<file path="src/rtl/rv_fetch_unit_if.sv">
// rv_fetch_unit_if: fetch-stage bus bundle toward instruction memory, redirect source and decode.
interface rv_fetch_unit_if #(
  parameter int XLEN = 32
);
  logic            imem_req;
  logic [XLEN-3:0] imem_addr;
  logic            imem_rvalid;
  logic [XLEN-1:0] imem_rdata;
  logic            redir_valid;
  logic [XLEN-1:0] redir_pc;
  logic            if_valid;
  logic            if_ready;
  logic [XLEN-1:0] if_pc;
  logic [XLEN-1:0] if_instr;
  modport master (
    output imem_req, imem_addr, if_valid, if_pc, if_instr,
    input  imem_rvalid, imem_rdata, redir_valid, redir_pc, if_ready
  );
  modport slave (
    input  imem_req, imem_addr, if_valid, if_pc, if_instr,
    output imem_rvalid, imem_rdata, redir_valid, redir_pc, if_ready
  );
endinterface

</file>
<file path="src/rtl/rv_fetch_unit.sv">
// rv_fetch_unit: RV32 fetch stage with reset vector, redirect, decode handshake and a slot buffer for variable imem latency.
module rv_fetch_unit #(
  parameter int              XLEN     = 32,
  parameter logic [XLEN-1:0] RESET_PC = '0,
  parameter int              DEPTH    = 4
) (
  input logic             clk,
  input logic             rst,
  rv_fetch_unit_if.master bus
);
  localparam int PW = $clog2(DEPTH);
  localparam int CW = PW + 1;
  localparam int DW = $clog2(2 * DEPTH) + 1;

  logic [XLEN-1:0]  pc_q, pc_d;
  logic [XLEN-1:0]  spc_q [DEPTH];
  logic [XLEN-1:0]  spc_d [DEPTH];
  logic [XLEN-1:0]  sins_q [DEPTH];
  logic [XLEN-1:0]  sins_d [DEPTH];
  logic [DEPTH-1:0] sful_q, sful_d;
  logic [PW-1:0]    head_q, head_d, tail_q, tail_d, fill_q, fill_d;
  logic [CW-1:0]    used_q, used_d, pend_q, pend_d;
  logic [DW-1:0]    drop_q, drop_d;
  logic             if_valid_q, if_valid_d;
  logic [XLEN-1:0]  if_pc_q, if_pc_d, if_instr_q, if_instr_d;
  logic             issue, pop, stale, fill;

  always_comb begin
    issue = !rst && used_q < CW'(DEPTH) && !bus.redir_valid;
    pop = if_valid_q && bus.if_ready;
    stale = bus.imem_rvalid && drop_q != '0;
    fill = bus.imem_rvalid && !stale && pend_q != '0;
    pc_d = pc_q;
    spc_d = spc_q;
    sins_d = sins_q;
    sful_d = sful_q;
    head_d = head_q;
    tail_d = tail_q;
    fill_d = fill_q;
    used_d = used_q;
    pend_d = pend_q;
    drop_d = drop_q;
    if (bus.redir_valid) begin
      // every unfilled slot still has a response coming back; a same-cycle response is one of them
      pc_d = bus.redir_pc & ~XLEN'(3);
      sful_d = '0;
      head_d = '0;
      tail_d = '0;
      fill_d = '0;
      used_d = '0;
      pend_d = '0;
      drop_d = drop_q + DW'(pend_q) - DW'(bus.imem_rvalid && (drop_q != '0 || pend_q != '0));
    end else begin
      if (pop) begin
        sful_d[head_q] = 1'b0;
        head_d = head_q + PW'(1);
      end
      if (issue) begin
        spc_d[tail_q] = pc_q;
        sful_d[tail_q] = 1'b0;
        tail_d = tail_q + PW'(1);
        pc_d = pc_q + XLEN'(4);
      end
      if (fill) begin
        sins_d[fill_q] = bus.imem_rdata;
        sful_d[fill_q] = 1'b1;
        fill_d = fill_q + PW'(1);
      end
      drop_d = stale ? drop_q - DW'(1) : drop_q;
      used_d = used_q + CW'(issue) - CW'(pop);
      pend_d = pend_q + CW'(issue) - CW'(fill);
    end
    if_valid_d = sful_d[head_d];
    if_pc_d = spc_d[head_d];
    if_instr_d = sins_d[head_d];
  end

  always_ff @(posedge clk or posedge rst) begin
    if (rst) begin
      pc_q <= RESET_PC;
      spc_q <= '{default: '0};
      sins_q <= '{default: '0};
      sful_q <= '0;
      head_q <= '0;
      tail_q <= '0;
      fill_q <= '0;
      used_q <= '0;
      pend_q <= '0;
      drop_q <= '0;
      if_valid_q <= 1'b0;
      if_pc_q <= '0;
      if_instr_q <= '0;
    end else begin
      pc_q <= pc_d;
      spc_q <= spc_d;
      sins_q <= sins_d;
      sful_q <= sful_d;
      head_q <= head_d;
      tail_q <= tail_d;
      fill_q <= fill_d;
      used_q <= used_d;
      pend_q <= pend_d;
      drop_q <= drop_d;
      if_valid_q <= if_valid_d;
      if_pc_q <= if_pc_d;
      if_instr_q <= if_instr_d;
    end
  end

  assign bus.imem_req = issue;
  assign bus.imem_addr = pc_q[XLEN-1:2];
  assign bus.if_valid = if_valid_q;
  assign bus.if_pc = if_pc_q;
  assign bus.if_instr = if_instr_q;
endmodule

</file>
<file path="src/flat_wrapper.sv">
// flat-port wrapper written by rule: the top's interface ports become plain ports
module rv_fetch_unit_flat 
#(
  parameter int              XLEN     = 32,
  parameter logic [XLEN-1:0] RESET_PC = '0,
  parameter int              DEPTH    = 4
)
  (clk, rst, bus_imem_req, bus_imem_addr, bus_if_valid, bus_if_pc, bus_if_instr, bus_imem_rvalid, bus_imem_rdata, bus_redir_valid, bus_redir_pc, bus_if_ready);
  rv_fetch_unit_if #(.XLEN(XLEN)) bus_i ();
  input logic clk;
  input logic rst;
  output wire logic [$bits(bus_i.imem_req)-1:0] bus_imem_req;
  output wire logic [$bits(bus_i.imem_addr)-1:0] bus_imem_addr;
  output wire logic [$bits(bus_i.if_valid)-1:0] bus_if_valid;
  output wire logic [$bits(bus_i.if_pc)-1:0] bus_if_pc;
  output wire logic [$bits(bus_i.if_instr)-1:0] bus_if_instr;
  input wire logic [$bits(bus_i.imem_rvalid)-1:0] bus_imem_rvalid;
  input wire logic [$bits(bus_i.imem_rdata)-1:0] bus_imem_rdata;
  input wire logic [$bits(bus_i.redir_valid)-1:0] bus_redir_valid;
  input wire logic [$bits(bus_i.redir_pc)-1:0] bus_redir_pc;
  input wire logic [$bits(bus_i.if_ready)-1:0] bus_if_ready;
  assign bus_imem_req = bus_i.imem_req;
  assign bus_imem_addr = bus_i.imem_addr;
  assign bus_if_valid = bus_i.if_valid;
  assign bus_if_pc = bus_i.if_pc;
  assign bus_if_instr = bus_i.if_instr;
  assign bus_i.imem_rvalid = bus_imem_rvalid;
  assign bus_i.imem_rdata = bus_imem_rdata;
  assign bus_i.redir_valid = bus_redir_valid;
  assign bus_i.redir_pc = bus_redir_pc;
  assign bus_i.if_ready = bus_if_ready;
  rv_fetch_unit #(.XLEN(XLEN), .RESET_PC(RESET_PC), .DEPTH(DEPTH)) u_core (.clk(clk), .rst(rst), .bus(bus_i));
endmodule
</file>
<file path="config.mk">
export PLATFORM = sky130hd
export DESIGN_NAME = rv_fetch_unit_flat
export DESIGN_NICKNAME = d
export VERILOG_FILES = /design/src/rtl/rv_fetch_unit_if.sv /design/src/rtl/rv_fetch_unit.sv /design/src/flat_wrapper.sv
export SDC_FILE = /design/constraint.sdc
export NUM_CORES = 1
export LEC_CHECK = 0
export ABC_AREA = 0
export CAP_MARGIN = 20
export CORE_ASPECT_RATIO = 2
export CORE_MARGIN = 4
export CORE_UTILIZATION = 60
export CTS_BUF_LIST = sky130_fd_sc_hd__clkbuf_8
export DETAILED_ROUTE_END_ITERATION = 16
export GPL_ROUTABILITY_DRIVEN = 0
export PLACE_DENSITY = 0.83
export SYNTH_ARGS = -nofsm -noshare
export SYNTH_HDL_FRONTEND = slang
export SYNTH_SLANG_ARGS = --single-unit
</file>
<file path="constraint.sdc">
create_clock -name clk -period 14.4 [get_ports clk]
set_input_delay 2.16 -clock clk [delete_from_list [all_inputs] [get_ports clk]]
set_output_delay 2.16 -clock clk [all_outputs]
set_load 0.005 [all_outputs]
</file>
==> results_dict.tcl, run 1 <==
set metrics [dict create \
    core-area_um2 28300 \
    start_util_pct 60.8 \
    outcome "finished clean" \
    arrival_ns 3.74 \
    crit_type "in2out" \
    cts_resized 0 \
    routed_via_density 5.85 \
    num-nets-final 1584 \
    max-slew-margin-rel_pct 36.1 \
    crit_chain "clkdlybuf4s50_1 -> nor3_4 -> clkdlybuf4s50_1" \
    root_buffer "clkbuf_8" \
    htree_levels 2 \
    rsz0062_at_grt "false" \
    grt_pass1_wl_um 59900 \
    syn-cell-area_um2 17200 \
    fp.dieH_um 248 \
    timing.final.crit_share_pct 41.0 \
    synth.most_common_cell "dfrtp_1" \
    end_kind "output pin" \
    skew_ns 0.0219 \
    cp.required_ns 12.24 \
    synthTopCellsByCount "371 x dfrtp_1, 200 x mux2_2, 113 x nand2_1, 100 x mux2i_1, 49 x nand3_1" \
    synth_top_family_by_area "multiplexers" \
    synthTopCellsByArea "dfrtp_1 54%, mux2_2 13%, mux2i_1 5.8%, mux2_4 2.5%, nand2_1 2.5%" \
    antennaDiodeCount 0 \
    rr_endpoint "u_core.bus.if_instr[8]" \
    power_mw 2.84 \
    num_rows 87 \
    yosysTopAreaCell "dfrtp_1" \
    totalWireLength_um 35900 \
    gr-total-overflow 0 \
    drive_gt1_share_pct 21.6 \
    p_leak_nw 9.16 \
    cts_made_buffers 50 \
    postCtsHoldBufs 0 \
    holdPathStages 1 \
    async_reset_ff_share_pct 100 \
    grt_antenna_before_repair 0 \
    fin_ws_ns 8.50 \
    track_usage_pct 23.1 \
    worstMarginPinSlew_ns 0.959 \
    wl_per_cell_um 19.1 \
    crit_top_cell "clkdlybuf4s50_1" \
    yosys.area.top_type_share_pct 53.9 \
    place_ws_ns 8.46 \
    dr.pass1.iters 4 \
    cts_tree "done" \
    clock.fmax_mhz 169 \
    worstHoldPathType "reg2reg" \
    reg2reg_from "u_core.head_q[0]" \
    startpoint_type "input port" \
    clock-sinks 371 \
    yosysWarnings 0 \
    worst_path_max_delay_cell "clkdlybuf4s50_1" \
    synth_cell_types 49 \
    ant_nets 0 \
    ys_ff_latch 371 \
    vias 11000 \
    stdcell_area_um2 20000 \
    die_w_um 128 \
    port_buffers 162 \
    synth-edff-count 0 \
    synthFlopType "dfrtp_1" \
    hpwl_um 22300 \
    drc_errors 0 \
    ctsLongestPathBuffers 3 \
    ys_seq_area_share_pct 53.9 \
    cts.reportedPaths.clkPinSlew_ns 0.07 \
    finalCriticalPeriod_ns 5.90 \
    r2r_cells 11 \
    synth-xor-area-share_pct 2.14 \
    peakVddDrop_uv 123 \
    hold-path-endpoint "u_core.spc_q[96]" \
    synthToLayoutAreaGrowth_pct 15.9 \
    tns_ns 0 \
    rrSetupSlack_ns 11.20 \
    dieArea_um2 31600 \
    critPathMaxFanout 8 \
    dpl_cell_area_um2 18900 \
    postCtsSetupBuffers 0 \
    drt_iter0_drc 620 \
    grt_max_degree 179 \
    avgSynthCellArea_um2 12.7 \
    yosys.area_share.adder_pct 2.09 \
    yosys.area_share.simple_pct 6.62 \
    synth_compound_area_share_pct 8.88 \
    setup_viol 0 \
    hold_viol_final 0 \
    syn-num-nets 1453 \
    max_stage_delay_ns 0.62 \
    min_from "u_core.spc_q[96]" \
    p_per_area_nw_per_um2 142 \
    clkLatencyLatePin_ns 0.59 \
    io_pins 165 \
    syn-instance-count 1357 \
    drv_slew 0 \
    grt_pass1_vias 11700 \
    synthMuxAreaShare_pct 22.8 \
    drv_cap 0 \
]
power by group:
group,total (mW),internal (mW),switching [mW]
Sequential,1.38,1.28,0.0943
Clock,0.778,0.394,0.384
Combinational,0.680,0.396,0.284
flip-flops by register name, summed over array words and instances (netlist names), 3 cells and up:
signal,count
u_core.sins_q,128
u_core.spc_q,128
u_core.bus.if_instr,32
u_core.bus.if_pc,32
u_core.pc_q,30
u_core.drop_q,4
u_core.sful_q,4
u_core.pend_q,3
u_core.used_q,3
worst max-delay path: cells and delay by family:
family	cells	cell delay [ns]
buffers and inverters	2	1.21
AND/OR/NAND/NOR	1	0.37
layout make-up:
| type | count | area, um2 |
|---|---|---|
| fill | 2047 | 8350 |
| sequential | 371 | 9280 |
| clock buffer | 63 | 867 |
| timing repair buffer | 180 | 1800 |
| clock inverter | 27 | 116 |
| tap | 356 | 445 |
| multi-input combinational | 858 | 7330 |
| inverter | 27 | 114 |
metal layers:
| metal | up-vias | track usage (%) | wire length, um |
|---|---|---|---|
| li1 | 5080 | - | - |
| met1 | 5645 | 27.9 | 14200 |
| met2 | 227 | 42.3 | 19500 |
| met3 | 56 | 3.66 | 1480 |
| met4 | 0 | 6.53 | 785 |
| met5 | - | 0 | 0 |
how the worst max path moves through the flow:
stage                             end  from
6_report                 bus_imem_req   rst
2_1_floorplan  u_core.bus.if_instr[0]   rst
3_5_place_dp             bus_imem_req   rst
5_1_grt                  bus_imem_req   rst
4_1_cts                  bus_imem_req   rst
3_3_place_gp             bus_imem_req   rst
cell usage in the layout, fill, tap and decap left out, types with 32 or more instances in the layout:
cell,netlist,layout
dfrtp_1,371,371
mux2_2,200,200
clkdlybuf4s50_1,0,161
nand2_1,113,112
mux2i_1,100,100
clkbuf_8,0,63
nand3_1,49,49
inv_1,26,46
a21oi_1,36,36
a21boi_0,32,32
o2bb2ai_1,32,32
o211a_1,32,32
a2bb2oi_1,32,32
cell families after synthesis:
logic type / after synthesis
muxes: 350
buffers and inverters: 128
and+or+nand+nor: 234
DFF: 371
AOI/OAI and AO/OA: 205
xor gates and xnor gates: 42
adders and majority gates: 27
metrics by stage:
stage / std cells / utilization (%) / hold slack (ns)
floorplan: 1357 / - / 0.449
global placement: 1790 / 66.9 / 0.462
detailed placement: 1791 / 66.9 / 0.469
CTS: 1881 / 70.4 / 0.485
global route: 1882 / 70.5 / 0.501
finish: 1882 / 70.5 / 0.480
No activity file was read; power rests on OpenSTA's default activity.
==> run 2: changes to the inputs <==
==> constraint.sdc (replaced) <==
create_clock -name clk -period 5.5 [get_ports clk]
set_input_delay 0.825 -clock clk [delete_from_list [all_inputs] [get_ports clk]]
set_output_delay 0.825 -clock clk [all_outputs]
set_load 0.005 [all_outputs]
==> run 2 against run 1 <==
  * Largest cell class unchanged
  * Setup slack worse by 6.2 ns
  * Core utilization grew 0.11 points
  * First-iteration DRC count shrank 19%
  * Critical path type unchanged
  * Highest routed layer unchanged
  * Cell area is 0.15% higher
==> results_dict.tcl, run 2 (synthesis results as in run 1) <==
set metrics [dict create \
    outcome "finished clean" \
    synthToLayoutAreaGrowth_pct 16.1 \
    stdcell_area_um2 20000 \
    max-slew-margin-rel_pct 28.9 \
    io_pins 165 \
    dp_cells 1792 \
    totalWireLength_um 36000 \
    postCtsHoldBufs 0 \
    htree_levels 2 \
    p_sw_share_pct 26.9 \
    postCtsSetupBuffers 0 \
    core-area_um2 28300 \
    cts_resized 0 \
    worstHoldPathType "reg2reg" \
    wl_met2_um 19400 \
    arrival_ns 2.33 \
    p_per_area_nw_per_um2 375 \
    place_ws_ns 1.79 \
    fp.dieH_um 248 \
    routed_via_density 5.86 \
    p_comb_share_pct 23.7 \
    setup_viol 0 \
    cp.required_ns 4.68 \
    peakVddDrop_uv 389 \
    ctsLongestPathBuffers 3 \
    track_usage_pct 23.1 \
    root_buffer "clkbuf_8" \
    worstMarginPinSlew_ns 1.07 \
    gr-total-overflow 0 \
    drv_cap 0 \
    grt_max_degree 147 \
    final_util_pct 70.6 \
    layout_common_cells "371 x dfrtp_1, 200 x mux2_2, 161 x clkdlybuf4s50_1" \
    clock-sinks 371 \
    grt_pass1_vias 11900 \
    internal-power_mw 5.49 \
    wl_per_cell_um 19.1 \
    topRoutingLayerUsed "met4" \
    r2r_cells 13 \
    wl_met3_um 1550 \
    end_kind "output pin" \
    whs_ns 0.482 \
    rrSetupSlack_ns 2.54 \
    drt_iter0_drc 503 \
    timing.final.crit_share_pct 57.3 \
    num-nets-final 1585 \
    ant_nets 0 \
    p_leak_nw 9.15 \
    startpoint_type "input port" \
    hold_viol_final 0 \
    grt_antenna_before_repair 0 \
    drc_errors 0 \
    hpwl_um 22300 \
    clkLatencyLatePin_ns 0.60 \
    fin_cells 1882 \
    cts.reportedPaths.clkPinSlew_ns 0.06 \
    rr_endpoint "u_core.drop_q[3]" \
    rsz0062_at_grt "false" \
    holdPathStages 1 \
    fin_ws_ns 2.35 \
    vias 11000 \
    antennaDiodeCount 0 \
    hold-path-endpoint "u_core.spc_q[49]" \
    tns_ns 0 \
    dieArea_um2 31600 \
    clkPwrFrac_pct 28.0 \
    finalCriticalPeriod_ns 3.15 \
    drv_slew 0 \
    critPathMaxFanout 8 \
    die_w_um 128 \
    reg2reg_from "u_core.drop_q[0]" \
    start_util_pct 60.8 \
    power_mw 7.50 \
    final_common_cell "dfrtp_1" \
    dpl_cell_area_um2 19000 \
    cts_made_buffers 51 \
    grt_pass1_wl_um 59700 \
    dr.pass1.iters 4 \
    power_frac_seq_pct 48.3 \
    min_from "u_core.spc_q[49]" \
    crit_type "in2out" \
    skew_ns 0.0152 \
    drive_gt1_share_pct 21.8 \
    cts_tree "done" \
    port_buffers 162 \
    p_sw_mw 2.01 \
    reg_top3 "u_core.sins_q x128, u_core.spc_q x128" \
    drt-met1-wl_um 14100 \
    num_rows 87 \
    clock.fmax_mhz 317 \
]
[run 2: layout make-up]
| type | count | area, um2 |
|---|---|---|
| Clock inverter | 30 | 185 |
| Timing Repair Buffer | 180 | 1800 |
| Tap cell | 356 | 445 |
| Fill cell | 1992 | 8320 |
| Multi-Input combinational cell | 858 | 7330 |
| Inverter | 27 | 110 |
| Sequential cell | 371 | 9280 |
| Clock buffer | 60 | 826 |
[run 2: per-layer routing]
metal  vias to the layer above  global-route usage [%]
li1                       5081                       -
met5                         -                       0
met1                      5613                    27.6
met2                       250                    42.2
met4                         0                    7.09
met3                        77                    3.92
[run 2: critical path, stage by stage]
cell             delay (ns)
clkdlybuf4s50_1        0.57
nor3_4                 0.33
clkdlybuf4s50_1        0.60
[run 2: how the worst max path moves through the flow]
| stage | to | startpoint | slack (ns) |
|---|---|---|---|
| floorplan | u_core.bus.if_instr[0] | rst | -0.31 |
| global placement | u_core.bus.if_pc[24] | rst | 1.84 |
| detailed placement | u_core.bus.if_pc[24] | rst | 1.79 |
| CTS | bus_imem_req | rst | 2.30 |
| global route | bus_imem_req | rst | 2.23 |
| finish | bus_imem_req | rst | 2.35 |
[run 2: power by group through the flow]
stage	combinational [mW]	sequential, mW	clock (mW)
6_report	1.78	3.62	2.10
3_3_place_gp	1.72	3.64	0
5_1_grt	1.97	3.68	2.27
4_1_cts	1.80	3.63	2.16
2_1_floorplan	1.10	3.60	0
3_5_place_dp	1.78	3.67	0
==> run 3: changes to the inputs <==
--- a/config.mk
+++ b/config.mk
@@ -9,11 +9,11 @@
 export CAP_MARGIN = 20
 export CORE_ASPECT_RATIO = 2
 export CORE_MARGIN = 4
-export CORE_UTILIZATION = 60
+export CORE_UTILIZATION = 54
 export CTS_BUF_LIST = sky130_fd_sc_hd__clkbuf_8
 export DETAILED_ROUTE_END_ITERATION = 16
 export GPL_ROUTABILITY_DRIVEN = 0
-export PLACE_DENSITY = 0.83
+export PLACE_DENSITY = 0.79
 export SYNTH_ARGS = -nofsm -noshare
 export SYNTH_HDL_FRONTEND = slang
 export SYNTH_SLANG_ARGS = --single-unit
==> constraint.sdc (replaced) <==
create_clock -name clk -period 2.8 [get_ports clk]
set_input_delay 0.42 -clock clk [delete_from_list [all_inputs] [get_ports clk]]
set_output_delay 0.42 -clock clk [all_outputs]
set_load 0.005 [all_outputs]
==> run 3 against run 2 <==
  * Via count up 0.98%
  * Largest power group unchanged
  * Clock-buffer cell count up 7
  * Highest routed layer unchanged
  * Wire length up 2.4%
  * First-iteration DRC count down 7.8%
  * Sequential power up 96%
  * Cell area up 3.4%
==> results_dict.tcl, run 3 (synthesis results as in run 1) <==
set metrics [dict create \
    holdPathStages 3 \
    grt_pass1_vias 12000 \
    cp.required_ns 3.28 \
    timing.final.crit_share_pct 94.9 \
    r2r_cells 13 \
    clock-sinks 371 \
    root_buffer "clkbuf_8" \
    postCtsSetupBuffers 0 \
    skew_ns 0.0243 \
    synthToLayoutAreaGrowth_pct 20.1 \
    die_w_um 134 \
    routed_via_density 5.61 \
    peakVddDrop_uv 666 \
    grt_max_degree 109 \
    max-slew-margin-rel_pct 59.6 \
    dr.pass1.iters 4 \
    ant_nets 0 \
    rr_endpoint "u_core.drop_q[3]" \
    setup_viol 0 \
    critPathMaxFanout 4 \
    p_leak_nw 9.42 \
    hold_viol_final 0 \
    p_per_area_nw_per_um2 729 \
    final_common_cell "dfrtp_1" \
    cts.reportedPaths.clkPinSlew_ns 0.07 \
    drv_slew 0 \
    end_kind "flip-flop" \
    cts_made_buffers 52 \
    wl_per_cell_um 18.6 \
    outcome "finished clean" \
    layout_common_cells "371 x dfrtp_1, 200 x mux2_2, 161 x clkdlybuf4s50_1" \
    num-nets-final 1613 \
    arrival_ns 3.14 \
    startpoint_type "flip-flop" \
    cts_tree "done" \
    reg2reg_from "u_core.drop_q[0]" \
    core-area_um2 31500 \
    fp.dieH_um 260 \
    drc_errors 0 \
    tns_ns 0 \
    htree_levels 2 \
    grt_antenna_before_repair 1 \
    drv_cap 0 \
    ctsLongestPathBuffers 3 \
    reg_top3 "u_core.sins_q x128, u_core.spc_q x128" \
    io_pins 165 \
    gr-total-overflow 0 \
    dieArea_um2 35000 \
    rsz0062_at_grt "false" \
    worstMarginPinSlew_ns 0.606 \
    finalCriticalPeriod_ns 2.66 \
    drt_iter0_drc 464 \
    dpl_cell_area_um2 19500 \
    port_buffers 162 \
    stdcell_area_um2 20700 \
    num_rows 92 \
    totalWireLength_um 36800 \
    grt_pass1_wl_um 60700 \
    clock.fmax_mhz 376 \
    rrSetupSlack_ns 0.14 \
    worstHoldPathType "in2reg" \
    hold-path-endpoint "u_core.drop_q[0]" \
    crit_type "reg2reg" \
    drive_gt1_share_pct 24.2 \
    vias 11100 \
    clkLatencyLatePin_ns 0.60 \
    hpwl_um 24000 \
    start_util_pct 54.6 \
    track_usage_pct 21.3 \
    min_from "bus_redir_valid" \
]
-- run 3: changes by cell type in the layout (fill, tap and decap cells not counted), sizes merged --
cell and delta:
clkinv +6, clkinvlp -3, diode +1, clkbuf +7, buf +27, inv -4
-- run 3: per-stage QoR --
step / power [mW] / hold slack [ns] / util [%] / std cells / worst slack [ns]
2_1_floorplan: 9.24 / 0.449 / - / 1357 / -2.60
6_report: 15.1 / 0.215 / 65.5 / 1983 / 0.142
3_3_place_gp: 10.6 / 0.462 / 62.0 / 1886 / 0.111
5_1_grt: 16.0 / 0.183 / 65.5 / 1983 / 0.0205
3_5_place_dp: 10.8 / 0.467 / 62.0 / 1886 / 0.0786
4_1_cts: 15.3 / 0.160 / 65.5 / 1982 / 0.0704
-- run 3: critical path, cell delays in order (launching register included) --
cell and delay [ns]:
dfrtp_1 0.39, inv_2 0.10, ha_1 0.17, or3b_2 0.47, nand2_2 0.09, nand2_1 0.06, ha_2 0.33, inv_1 0.04
ha_1 0.19, a21o_1 0.17, a21oi_2 0.14, xor2_1 0.15, o22ai_1 0.10, xor2_1 0.15
-- run 3: power breakdown --
| group | switching, mW | leakage (nW) | internal, mW |
|---|---|---|---|
| clock | 2.07 | 0.633 | 2.35 |
| combinational | 1.45 | 3.90 | 2.10 |
| sequential | 0.503 | 4.89 | 6.60 |
| total | 4.02 | 9.42 | 11.1 |
-- run 3: worst max path at each step --
| stage | from | to | slack (ns) | cells past startpoint |
|---|---|---|---|---|
| after floorplan | rst | u_core.bus.if_instr[0] | -2.60 | 1 |
| after global routing | u_core.drop_q[1] | u_core.drop_q[3] | 0.02 | 13 |
| after CTS | u_core.drop_q[0] | u_core.drop_q[3] | 0.07 | 13 |
| final | u_core.drop_q[0] | u_core.drop_q[3] | 0.14 | 13 |
| after global placement | u_core.drop_q[0] | u_core.drop_q[3] | 0.11 | 13 |
| after detailed placement | u_core.drop_q[0] | u_core.drop_q[3] | 0.08 | 13 |
-- run 3: area by class of cell --
class / count / area [um2]
fillers: 2443 / 10900
flip-flops and latches: 371 / 9280
clock buffers: 67 / 922
inverters: 27 / 110
well taps: 423 / 529
diodes: 1 / 2.50
repair buffers: 207 / 2290
multi-input cells: 858 / 7340
clock inverters: 29 / 193
-- run 3: what timing repair did --
action / 4_1_cts / 5_1_grt
resized for setup: 0 / 5
endpoints found under the setup margin: 0 / 2
hold buffers: 0 / 0
-- run 3: routing by layer --
metal | vias to the layer above | track usage [%] | share of wire, %
met3 | 67 | 3.59 | 4.1
met4 | 0 | 7.30 | 2.2
met2 | 261 | 39.8 | 55
li1 | 5146 | - | -
met5 | - | 0 | 0
met1 | 5655 | 24.4 | 38
